[src/rtl/sensor_emulator_if.sv]
// sensor_emulator_if: AHB-Lite slave bus bundle (select/ready/transfer/address/data in, read data and ready out)
interface sensor_emulator_if;
  logic        HSEL;
  logic        HREADY;
  logic        HWRITE;
  logic [31:0] HADDR;
  logic [31:0] HWDATA;
  logic [2:0]  HSIZE;
  logic [1:0]  HTRANS;
  logic [31:0] HRDATA;
  logic        HREADYOUT;
  modport master(output HSEL, HREADY, HWRITE, HADDR, HWDATA, HSIZE, HTRANS, input HRDATA, HREADYOUT);
  modport slave(input HSEL, HREADY, HWRITE, HADDR, HWDATA, HSIZE, HTRANS, output HRDATA, HREADYOUT);
endinterface

[src/rtl/sensor_emulator.sv]
// sensor_emulator: AHB-Lite programmable fork/crank pulse emulator
// Ports: HCLK clock, HRESETn async active-low reset, bus AHB-Lite slave
// (CTRL, FORK_PERIOD, CRANK_PERIOD, COUNT at HADDR[3:2]), nFork/nCrank
// registered active-low sensor pulses.
module sensor_channel #(
  parameter int LOW_TICKS = 2
) (
  input  logic        HCLK,
  input  logic        HRESETn,
  input  logic        en,
  input  logic        tick,
  input  logic        clr,
  input  logic [15:0] period,
  output logic        n_out,
  output logic [15:0] cnt
);
  localparam logic [1:0] OFF = 2'd0, LOW = 2'd1, HIGH = 2'd2;
  localparam logic [15:0] LT = 16'(LOW_TICKS);
  localparam logic [15:0] MINP = 16'(LOW_TICKS + 1);
  logic [1:0] state;
  logic [15:0] phase, shadow, eff, ph1, cnt_d;
  logic stop, start, to_high;
  assign ph1 = phase + 16'd1;
  assign eff = shadow > LT ? shadow : MINP;
  assign stop = !en || period == 16'd0;
  assign start = !stop && tick && (state == OFF || (state == HIGH && ph1 == eff));
  assign to_high = !stop && tick && state == LOW && ph1 == LT;
  // a COUNT clear wins over a simultaneous pulse start
  assign cnt_d = clr ? 16'd0 : start ? cnt + 16'd1 : cnt;
  always_ff @(posedge HCLK or negedge HRESETn)
    if (!HRESETn) begin
      state  <= OFF;
      phase  <= 16'd0;
      shadow <= 16'd0;
      cnt    <= 16'd0;
      n_out  <= 1'b1;
    end else begin
      cnt <= cnt_d;
      if (stop) begin
        state <= OFF;
        phase <= 16'd0;
        n_out <= 1'b1;
      end else if (start) begin
        state  <= LOW;
        phase  <= 16'd0;
        shadow <= period;
        n_out  <= 1'b0;
      end else if (to_high) begin
        state <= HIGH;
        phase <= ph1;
        n_out <= 1'b1;
      end else if (tick && state != OFF) phase <= ph1;
    end
endmodule

module sensor_emulator #(
  parameter int TICK_DIV  = 1000,
  parameter int LOW_TICKS = 2
) (
  input  logic               HCLK,
  input  logic               HRESETn,
  sensor_emulator_if.slave   bus,
  output logic               nFork,
  output logic               nCrank
);
  localparam logic [15:0] DIV1 = 16'(TICK_DIV - 1);
  logic [1:0] ctrl, idx_q;
  logic [15:0] fork_per, crank_per, pre, fork_cnt, crank_cnt;
  logic wr_q, rd_q, sel, active, tick, clr;
  logic unused_bits;
  assign unused_bits = ^{bus.HSIZE, bus.HADDR[31:4], bus.HADDR[1:0], bus.HWDATA[31:16]};
  assign sel = bus.HREADY && bus.HSEL && bus.HTRANS != 2'b00;
  assign active = |ctrl;
  assign tick = active && pre == DIV1;
  assign clr = wr_q && idx_q == 2'd3;
  assign bus.HREADYOUT = 1'b1;
  assign bus.HRDATA = !rd_q ? 32'd0 :
                      idx_q == 2'd0 ? {30'd0, ctrl} :
                      idx_q == 2'd1 ? {16'd0, fork_per} :
                      idx_q == 2'd2 ? {16'd0, crank_per} : {crank_cnt, fork_cnt};
  always_ff @(posedge HCLK or negedge HRESETn)
    if (!HRESETn) begin
      wr_q      <= 1'b0;
      rd_q      <= 1'b0;
      idx_q     <= 2'd0;
      ctrl      <= 2'd0;
      fork_per  <= 16'd0;
      crank_per <= 16'd0;
      pre       <= 16'd0;
    end else begin
      wr_q  <= sel && bus.HWRITE;
      rd_q  <= sel && !bus.HWRITE;
      idx_q <= bus.HADDR[3:2];
      if (wr_q && idx_q == 2'd0) ctrl <= bus.HWDATA[1:0];
      if (wr_q && idx_q == 2'd1) fork_per <= bus.HWDATA[15:0];
      if (wr_q && idx_q == 2'd2) crank_per <= bus.HWDATA[15:0];
      pre <= (!active || tick) ? 16'd0 : pre + 16'd1;
    end
  sensor_channel #(.LOW_TICKS(LOW_TICKS)) u_fork (
    .HCLK(HCLK), .HRESETn(HRESETn), .en(ctrl[0]), .tick(tick), .clr(clr),
    .period(fork_per), .n_out(nFork), .cnt(fork_cnt)
  );
  sensor_channel #(.LOW_TICKS(LOW_TICKS)) u_crank (
    .HCLK(HCLK), .HRESETn(HRESETn), .en(ctrl[1]), .tick(tick), .clr(clr),
    .period(crank_per), .n_out(nCrank), .cnt(crank_cnt)
  );
endmodule

[src/flat_wrapper.sv]
// flat-port wrapper written by rule: the top's interface ports become plain ports
module sensor_emulator_flat 
#(
  parameter int TICK_DIV  = 1000,
  parameter int LOW_TICKS = 2
)
  (HCLK, HRESETn, nFork, nCrank, bus_HSEL, bus_HREADY, bus_HWRITE, bus_HADDR, bus_HWDATA, bus_HSIZE, bus_HTRANS, bus_HRDATA, bus_HREADYOUT);
  sensor_emulator_if bus_i ();
  input  logic HCLK;
  input  logic HRESETn;
  output logic nFork;
  output logic nCrank;
  input wire logic [$bits(bus_i.HSEL)-1:0] bus_HSEL;
  input wire logic [$bits(bus_i.HREADY)-1:0] bus_HREADY;
  input wire logic [$bits(bus_i.HWRITE)-1:0] bus_HWRITE;
  input wire logic [$bits(bus_i.HADDR)-1:0] bus_HADDR;
  input wire logic [$bits(bus_i.HWDATA)-1:0] bus_HWDATA;
  input wire logic [$bits(bus_i.HSIZE)-1:0] bus_HSIZE;
  input wire logic [$bits(bus_i.HTRANS)-1:0] bus_HTRANS;
  output wire logic [$bits(bus_i.HRDATA)-1:0] bus_HRDATA;
  output wire logic [$bits(bus_i.HREADYOUT)-1:0] bus_HREADYOUT;
  assign bus_i.HSEL = bus_HSEL;
  assign bus_i.HREADY = bus_HREADY;
  assign bus_i.HWRITE = bus_HWRITE;
  assign bus_i.HADDR = bus_HADDR;
  assign bus_i.HWDATA = bus_HWDATA;
  assign bus_i.HSIZE = bus_HSIZE;
  assign bus_i.HTRANS = bus_HTRANS;
  assign bus_HRDATA = bus_i.HRDATA;
  assign bus_HREADYOUT = bus_i.HREADYOUT;
  sensor_emulator #(.TICK_DIV(TICK_DIV), .LOW_TICKS(LOW_TICKS)) u_core (.HCLK(HCLK), .HRESETn(HRESETn), .bus(bus_i), .nFork(nFork), .nCrank(nCrank));
endmodule
[config.mk]
export PLATFORM = sky130hd
export DESIGN_NAME = sensor_emulator_flat
export DESIGN_NICKNAME = d
export VERILOG_FILES = /design/src/rtl/sensor_emulator_if.sv /design/src/rtl/sensor_emulator.sv /design/src/flat_wrapper.sv
export SDC_FILE = /design/constraint.sdc
export NUM_CORES = 1
export LEC_CHECK = 0
export BUFFER_PORTS_ARGS = -buffer_cell sky130_fd_sc_hd__buf_2
export CORE_ASPECT_RATIO = 0.5
export CORE_MARGIN = 2
export CORE_UTILIZATION = 30
export DETAILED_ROUTE_END_ITERATION = 12
export GPL_TIMING_DRIVEN = 0
export SYNTH_ARGS = -nofsm -noshare
export SYNTH_HDL_FRONTEND = slang
export SYNTH_HIERARCHICAL = 1
export SYNTH_SLANG_ARGS = --single-unit
[constraint.sdc]
create_clock -name HCLK -period 4.2 [get_ports HCLK]
set_input_delay 0.63 -clock HCLK [delete_from_list [all_inputs] [get_ports HCLK]]
set_output_delay 0.63 -clock HCLK [all_outputs]
set_load 0.005 [all_outputs]
==> results of run 1 <==
[cells in the mapped netlist, types with 13 or more instances]
library cell  count  area share (%)
nor4_1           34             2.1
nor2b_1          29             1.8
nor3_1           30             1.5
nand4_1          44             2.7
dfrtp_1         154              38
and3_1           17             1.1
inv_1            35             1.3
buf_2            18            0.89
a21oi_1          26             1.3
mux2_2           88             9.8
buf_4            13            0.97
a22oi_1          18             1.3
o21ai_0          37             1.8
nor2_1           89             3.3
nand3_1          47             2.3
xnor2_1          38             3.3
xor2_1           25             2.2
clkbuf_1         32             1.2
and2_1           25             1.6
nand2_1          58             2.2
[layer usage]
metal  up-vias  GRT usage (%)  wire length (um)
li1       4052              -                 -
met2       221           28.5             14100
met3        48           2.61               981
met5         -              0                 0
met1      4349           20.7             12700
met4         0           6.03               663
[power by group through the flow]
stage / Clock, W / Combinational, W / Sequential, W
after global routing: 0.00168 / 0.000362 / 0.00174
after CTS: 0.00161 / 0.000329 / 0.00172
after floorplan: 0 / 0.000214 / 0.00169
after global placement: 0 / 0.000316 / 0.00175
after detailed placement: 0 / 0.000325 / 0.00175
final: 0.00158 / 0.000327 / 0.00172
[worst min-delay path by stage]
stage / endpoint / from / slack (ns)
3_3_place_gp: u_core/u_crank/n_out / u_core/u_crank/n_out / 0.47
3_5_place_dp: u_core/u_crank/n_out / u_core/u_crank/n_out / 0.47
2_1_floorplan: u_core/crank_per[0] / HRESETn / 0.33
5_1_grt: u_core/u_crank/cnt[11] / HRESETn / 0.06
4_1_cts: u_core/u_crank/cnt[8] / HRESETn / 0.06
6_report: u_core/u_crank/cnt[11] / HRESETn / 0.06
[metrics by stage]
step	hold slack [ns]	instances	setup TNS [ns]
finish	0.0623	1592	0
global route	0.0609	1592	0
CTS	0.0572	1593	0
detailed placement	0.472	1562	-5.44
global placement	0.474	1561	-5.49
floorplan	0.334	1062	0
[worst max-delay path: stages, from the launching register on]
cell and delay [ns]:
dfrtp_1 0.40, ha_1 0.27, nor4bb_1 0.23, nand4b_1 0.24
nor2_4 0.47, nand2_2 0.16, or4_1 0.64, or4_4 0.62
nand2_1 0.09, buf_2 0.25, mux2_2 0.36
[area by class of cell]
cell class	count	share of cell area (%)
sequential	156	33.8
clock inverter	14	1.39
timing repair buffer	59	2.84
inverter	35	1.14
clock buffer	17	3.68
tap	441	4.78
multi-input combinational	793	48.4
buffer	77	4.01
[what timing repair did]
action / in CTS / in global routing
endpoints found under the hold margin: 0 / 0
setup endpoints to repair: 38 / 42
gates resized for setup: 2 / 2
pin swaps: 0 / 0
[kinds of logic after synthesis]
group | after synthesis | synth area share (%)
DFF | 156 | 38.8
buffers and inverters | 113 | 5.94
muxes | 98 | 11.1
and+or+nand+nor | 448 | 24.9
adders and majority gates | 7 | 0.870
AOI/OAI and AO/OA | 175 | 12.6
other | 1 | 0.0372
xor gates and xnor gates | 64 | 5.74
[flip-flops by register name, indices dropped and copies added (netlist names)]
name / flops
u_core/crank_per: 16
u_core/fork_per: 16
u_core/pre: 16
u_core/u_crank/cnt: 16
u_core/u_crank/phase: 16
u_core/u_crank/shadow: 16
u_core/u_fork/cnt: 16
u_core/u_fork/phase: 16
u_core/u_fork/shadow: 16
u_core/ctrl: 2
u_core/idx_q: 2
u_core/u_crank/state: 2
u_core/u_fork/state: 2
u_core/rd_q: 1
u_core/u_crank/n_out: 1
u_core/u_fork/n_out: 1
u_core/wr_q: 1
==> flow_summary.ini, run 1 <==
[final_layout]
multi_input_area_um2 = 5590
final_common_cell = dfrtp_1
fin_util_pct = 35.0
fill_cells = 3382
fin_nets = 1220
most-common-layout-cells = dfrtp_1, nor2_1, mux2_2, buf_2, nand2_1
final_area_um2 = 11600
seqCellArea_um2 = 3910
final_layout_size_suffix_gt1_share_pct = 23.6
n_antenna_cell = 0
area_growth_syn_to_layout_pct = 14.7

[synth]
synth_enable_flop_cells = 0
yosysWarnings = 6
synth_ff_type = dfrtp_1
ys_seq_area_share_pct = 38.8
netlist_area_um2 = 10100
yosysUniqueCellTypes = 91
syn_avg_cell_area_um2 = 9.48
synthArstFlopShare_pct = 100
synth_cells = 1062
synth_nets = 1143
ys_seq_elements = 156

[global_routing]
grt_pass1_wl_mm = 46.5
grt.overflow.total = 0
grt_max_degree = 124
grt_pass1_vias = 8556
antenna_found_initial = 0
grt.total_usage_pct = 16.4

[route]
ant_nets = 0
dr.pass1.iters = 7
vias_per_cell = 5.45
routedWlPerCell_um = 17.9
drtIter0Drc = 703
routed_wirelength_mm = 28.5
drcViolationCount = 0
num_vias = 8670

[job]
max-cap-violations = 0

[sta]
setup_viol = 0
relSlewSlack_pct = 43.3
hold_viol_final = 0
rsz0062_at_grt = no
slew_violations = 0
worst_pin_slew_ns = 0.847
fin_crit_ns = 3.86
setup_ws_ns = 0.337
clock.fmax_mhz = 259
finalCritPeriodShare_pct = 92.0
worst_clock_skew_ns = 0.0117

[clock_network]
cts_root_buf = clkbuf_16
post-cts-setup-buffers = 0
cts_tree = done
htree_levels = 4
worstSkewPairLatency_ns = 0.44
clkSlewWorstSetupHoldPaths_ns = 0.07
clockBufferDepth = 2
cts_buffers = 17
cts_hold_buf = 0
cts_sinks = 156

[placement]
dpl_cell_area_um2 = 10900
gp_congestion = 0.921
dp_slack_ns = -0.344
dp_hpwl_mm = 20.8
port_buffers = 58

[power]
p_switching_w = 0.000998
pwr_density_cell_nw_per_um2 = 314
clock_power_share_pct = 43.5
intPower_w = 0.00263
netSwitchingFraction_pct = 27.5
leakage_nw = 4.83
fin_total_pwr_w = 0.00363
peakVddDrop_uv = 307
seq_power_share_pct = 47.5
comb_power_share_pct = 9.0

[worst_setup_path]
startpoint_type = flop
r2r-start = u_core/pre[0]
reg2reg_depth = 10
timing.rr.end = u_core/u_crank/shadow[11]
crit_path_end = u_core/u_crank/shadow[11]
cp_max_fo = 13
worst_ep_arrival_time_ns = 4.18
critPathCaptureType = flop
critPathRequiredTime_ns = 4.52
worstSetupStartpoint = u_core/pre[0]
worst-setup-path-type = reg2reg
rrSetupSlack_ns = 0.34

[floorplan]
start_util_pct = 30.5
rows = 47
die_x_um = 263
num_io_pins = 109
die-area_um2 = 35100
dieHeight_um = 134
coreArea_um2 = 33000

[worst_hold_path]
holdCritPathClass = in2async

[outcome]
status = finished clean
Note: power is estimated with default switching activity, not from simulation.
==> inputs of run 2 (changes only) <==
--- a/config.mk
+++ b/config.mk
@@ -10,7 +10,6 @@
 export CORE_MARGIN = 2
 export CORE_UTILIZATION = 30
 export DETAILED_ROUTE_END_ITERATION = 12
-export GPL_TIMING_DRIVEN = 0
 export SYNTH_ARGS = -nofsm -noshare
 export SYNTH_HDL_FRONTEND = slang
 export SYNTH_HIERARCHICAL = 1
==> constraint.sdc (replaced) <==
create_clock -name HCLK -period 4.6 [get_ports HCLK]
set_input_delay 0.69 -clock HCLK [delete_from_list [all_inputs] [get_ports HCLK]]
set_output_delay 0.69 -clock HCLK [all_outputs]
set_load 0.005 [all_outputs]
==> run 2 against run 1 <==
  * Clock skew is essentially flat
  * Global-route usage shrank 1.5 points
  * Sequential power shrank 8%
  * Core utilization shrank 1.2 points
  * Setup slack gained 0.51 ns
  * Wire length shrank 8.8%
  * Hold slack gained 0.22 ns
  * Die area is the same
  * Maximum frequency grew 2.8%
  * Via count shrank 4.4%
  * First-iteration DRC count shrank 7.5%
  * Count of clock-buffer cells in the layout grew 1
  * Critical path type unchanged
==> flow_summary.ini, run 2 (synthesis gave the netlist of run 1 again) <==
[power]
peakVddDrop_uv = 192
leakage_nw = 4.60
pwr_density_cell_nw_per_um2 = 292

[sta]
worst_clock_skew_ns = 0.0118
slew_violations = 0
rsz0062_at_grt = no
fin_tns_setup_ns = 0
finalCritPeriodShare_pct = 81.7
relSlewSlack_pct = 29.0
fin_crit_ns = 3.76
worst_pin_slew_ns = 1.06
clock.fmax_mhz = 266
hold_ws_ns = 0.284
setup_viol = 0
hold_viol_final = 0

[route]
drcViolationCount = 0
routed_wirelength_mm = 26.0
drtIter0Drc = 650
num_vias = 8291
ant_nets = 0
dr.pass1.iters = 5
vias_per_cell = 5.43
routedWlPerCell_um = 17.0

[floorplan]
die_x_um = 263
dieHeight_um = 134
die-area_um2 = 35100
rows = 47
num_io_pins = 109
coreArea_um2 = 33000
start_util_pct = 30.5

[worst_setup_path]
worst_ep_arrival_time_ns = 4.07
startpoint_type = flop
cp_max_fo = 16
crit_family = simple AND/OR/NAND/NOR gates
crit_path_cell_trace = nand4_2, nor4_1, xnor2_1, nand4_1, or4_4, nand2_1, buf_4, mux2_2
cpMaxStageDelayCell = nor4_1
crit_buf_inv = 1
critPathRequiredTime_ns = 4.92
worst_path_largest_cell_delay_ns = 0.76
critPathCaptureType = flop
worst-setup-path-type = reg2reg

[job]
max-cap-violations = 0

[global_routing]
grt_pass1_wl_mm = 42.6
grt_max_degree = 83
grt.total_usage_pct = 14.9
antenna_found_initial = 0
grt.overflow.total = 0
grt_pass1_vias = 8215

[clock_network]
worstSkewPairLatency_ns = 0.43
cts_root_buf = clkbuf_16
clkSlewWorstSetupHoldPaths_ns = 0.07
cts_tree = done
cts_hold_buf = 0
cts_buffers = 17
clockBufferDepth = 2
cts_resized = 0
htree_levels = 4
cts_sinks = 156
post-cts-setup-buffers = 0

[final_layout]
area_growth_syn_to_layout_pct = 10.9
final_common_cell = dfrtp_1
fin_nets = 1155
most-common-layout-cells = dfrtp_1, nor2_1, mux2_2, nand2_1, buf_2
final_layout_size_suffix_gt1_share_pct = 22.3
fill_cells = 3367
n_antenna_cell = 0

[worst_hold_path]
holdCritPathClass = in2async

[placement]
dp_hpwl_mm = 18.4
port_buffers = 58
gp_congestion = 0.909

[outcome]
status = finished clean
-- run 2: path summary, 6_finish.rpt --
path / start / endpoint / slack, ns / cells after the start
worst min register to register: u_core/u_crank/n_out / u_core/u_crank/n_out / 0.48 / 2
worst min-delay path: HRESETn / u_core/u_crank/cnt[10] / 0.28 / 1
min in group HCLK: bus_HADDR[2] / u_core/idx_q[0] / 0.36 / 1
worst max-delay path: u_core/u_crank/phase[9] / u_core/u_crank/shadow[9] / 0.84 / 8
worst max register to register: u_core/u_crank/phase[9] / u_core/u_crank/shadow[9] / 0.84 / 8
max in group asynchronous: HRESETn / u_core/u_fork/n_out / 3.35 / 2
-- run 2: worst register-to-register path: stages (launching register included) --
cell,delay [ns]
dfrtp_1,0.68
nand4_2,0.30
nor4_1,0.76
xnor2_1,0.23
nand4_1,0.19
or4_4,0.65
nand2_1,0.20
buf_4,0.26
mux2_2,0.37
-- run 2: power breakdown --
group	total [W]	switching (W)	leakage, nW	internal, W
Clock	0.00141	0.000665	0.281	0.000740
Combinational	0.000277	0.000150	2.23	0.000127
Sequential	0.00158	0.000123	2.09	0.00146
-- run 2: stage by stage --
step	util [%]	std cells	setup WS [ns]	cell area (um^2)	power [W]
3_5_place_dp	32.0	1496	0.883	10600	0.00188
4_1_cts	33.8	1528	0.878	11200	0.00330
6_report	33.8	1528	0.844	11200	0.00326
2_1_floorplan	-	1062	1.17	10100	0.00174
3_3_place_gp	32.0	1496	0.941	10600	0.00187
5_1_grt	33.8	1528	0.619	11200	0.00339
-- run 2: final cells by class --
type                            instances  area [um^2]  share of cell area, %
Multi-Input combinational cell        793         5580                   50.0
Sequential cell                       156         3910                   35.0
Tap cell                              441          552                   4.94
Clock buffer                           18          439                   3.93
Timing Repair Buffer                   71          407                   3.64
Clock inverter                         14          154                   1.38
Inverter                               35          131                   1.18
-- run 2: per-layer routing --
layer  up-vias  track usage, %  share of wire, %
li1       3914               -                 -
met1      4105            18.6                44
met2       213            25.6                49
met3        59            2.29               3.5
met4         0            6.92               3.1
met5         -               0                 0
==> inputs of run 3 (changes only) <==
==> constraint.sdc (replaced) <==
create_clock -name HCLK -period 3.5 [get_ports HCLK]
set_input_delay 0.525 -clock HCLK [delete_from_list [all_inputs] [get_ports HCLK]]
set_output_delay 0.525 -clock HCLK [all_outputs]
set_load 0.005 [all_outputs]
==> run 3 against run 2 <==
  * Wire length increased by 2.3%
  * First-iteration DRC count shrank 2.9%
  * Core utilization increased by 0.83 points
  * Sequential power rose by 31%
  * Sequential share of layout area down 0.84 points
  * Global-route usage increased by 0.36 points
  * Combinational power up 42%
  * Critical endpoint is now u_core/u_crank/shadow[15]
  * Highest routed layer unchanged
  * Maximum frequency is 13% higher
  * Register-to-register slack lost 0.67 ns
  * Critical path depth is 2 higher
  * Design area up 2.5%
==> flow_summary.ini, run 3 (synthesis gave the netlist of run 1 again) <==
[sta]
relSlewSlack_pct = 35.1
finalCritPeriodShare_pct = 95.1
rsz0062_at_grt = no
worst_clock_skew_ns = 0.0128
setup_viol = 0
hold_viol_final = 0
fin_crit_ns = 3.33
fin_tns_setup_ns = 0
worst_pin_slew_ns = 0.970
slew_violations = 0
setup_ws_ns = 0.173
clock.fmax_mhz = 301

[global_routing]
grt.overflow.total = 0
busiest_layer = met2
met3_usage_pct = 2.68
grt_max_degree = 71
antenna_found_initial = 0
grt.total_usage_pct = 15.3
grt_pass1_vias = 8247
grt_use_met2_pct = 25.9
globalRouteMet1Util_pct = 19.5
grt_pass1_wl_mm = 43.7

[floorplan]
dieHeight_um = 134
coreArea_um2 = 33000
start_util_pct = 30.5
die_x_um = 263
num_io_pins = 109
die-area_um2 = 35100
rows = 47

[route]
dr.pass1.iters = 5
routedWlPerCell_um = 17.0
drtIter0Drc = 631
drcViolationCount = 0
routed_wirelength_mm = 26.6
ant_nets = 0
vias_per_cell = 5.43
num_vias = 8467

[worst_setup_path]
worst-setup-path-type = reg2reg
r2r-start = u_core/u_crank/phase[0]
startpoint_type = flop
timing.rr.end = u_core/u_crank/shadow[15]
critPathRequiredTime_ns = 3.82
rrSetupSlack_ns = 0.17
critPathCaptureType = flop
worst_ep_arrival_time_ns = 3.64
reg2reg_depth = 10
cp_max_fo = 19

[job]
max-cap-violations = 0

[clock_network]
worstSkewPairLatency_ns = 0.44
htree_levels = 4
clkSlewWorstSetupHoldPaths_ns = 0.07
cts_hold_buf = 0
cts_tree = done
cts_sinks = 156
cts_buffers = 17
clockBufferDepth = 2
cts_root_buf = clkbuf_16

[placement]
dp_slack_ns = 0.0505
port_buffers = 58
gp_congestion = 0.870
dp_hpwl_mm = 19.1

[final_layout]
final_layout_size_suffix_gt1_share_pct = 24.7
final_common_cell = dfrtp_1
area_growth_syn_to_layout_pct = 13.6
fin_nets = 1187
n_antenna_cell = 0
most-common-layout-cells = dfrtp_1, nor2_1, mux2_2, nand2_1, buf_2

[power]
peakVddDrop_uv = 289
leakage_nw = 4.78
pwr_density_cell_nw_per_um2 = 382

[outcome]
status = finished clean

[worst_hold_path]
holdCritPathClass = in2async
==> run 3: power by group <==
part	switching (W)	internal (W)	total, W
logic	0.000211	0.000183	0.000393
registers	0.000161	0.00191	0.00207
clock network	0.000852	0.00105	0.00190
==> run 3: through the flow <==
step | total power, W | instances | hold slack [ns] | utilization (%) | cell area, um^2
6_report | 0.00437 | 1560 | 0.0573 | 34.6 | 11400
5_1_grt | 0.00456 | 1560 | 0.0911 | 34.6 | 11400
4_1_cts | 0.00441 | 1557 | 0.0755 | 34.5 | 11400
3_5_place_dp | 0.00250 | 1525 | 0.480 | 32.7 | 10800
3_3_place_gp | 0.00248 | 1525 | 0.472 | 32.7 | 10800
2_1_floorplan | 0.00229 | 1062 | 0.229 | - | 10100
==> run 3: worst max-delay path, cell delays in order (launching register included) <==
cell and delay [ns]:
dfrtp_1 0.38, buf_4 0.19, ha_1 0.33, a221oi_1 0.35
o221ai_1 0.22, a221oi_2 0.23, nand4_1 0.17, or4_4 0.64
nand2_1 0.17, buf_12 0.17, mux2_2 0.35
==> run 3: area by class of cell <==
type,count,area [um^2]
clock inverter,13,150
fill,3335,21600
clock buffer,19,453
sequential,156,3910
timing repair buffer,103,659
multi-input combinational,793,5590
tap,441,552
inverter,35,131
==> run 3: metal layers <==
metal	vias to the layer above	share of wire [%]
met1	4194	44
met5	-	0
li1	3984	-
met4	0	2.8
met2	237	49
met3	52	3.8
==> run 3: how the worst max path moves through the flow <==
stage,from,to,slack [ns],cells after the start
floorplan,u_core/pre[0],u_core/u_crank/shadow[0],0.07,11
global placement,u_core/pre[0],u_core/u_crank/shadow[7],0.13,10
detailed placement,u_core/pre[0],u_core/u_crank/shadow[9],0.05,10
CTS,u_core/pre[0],u_core/u_crank/shadow[9],0.04,10
global route,u_core/u_crank/phase[1],u_core/u_crank/shadow[9],0.002,10
finish,u_core/u_crank/phase[0],u_core/u_crank/shadow[15],0.17,10
==> run 3: repair_timing <==
action | in CTS | in global routing
setup endpoints to repair | 0 | 18
setup buffers | 0 | 3
gates resized for setup | 0 | 3
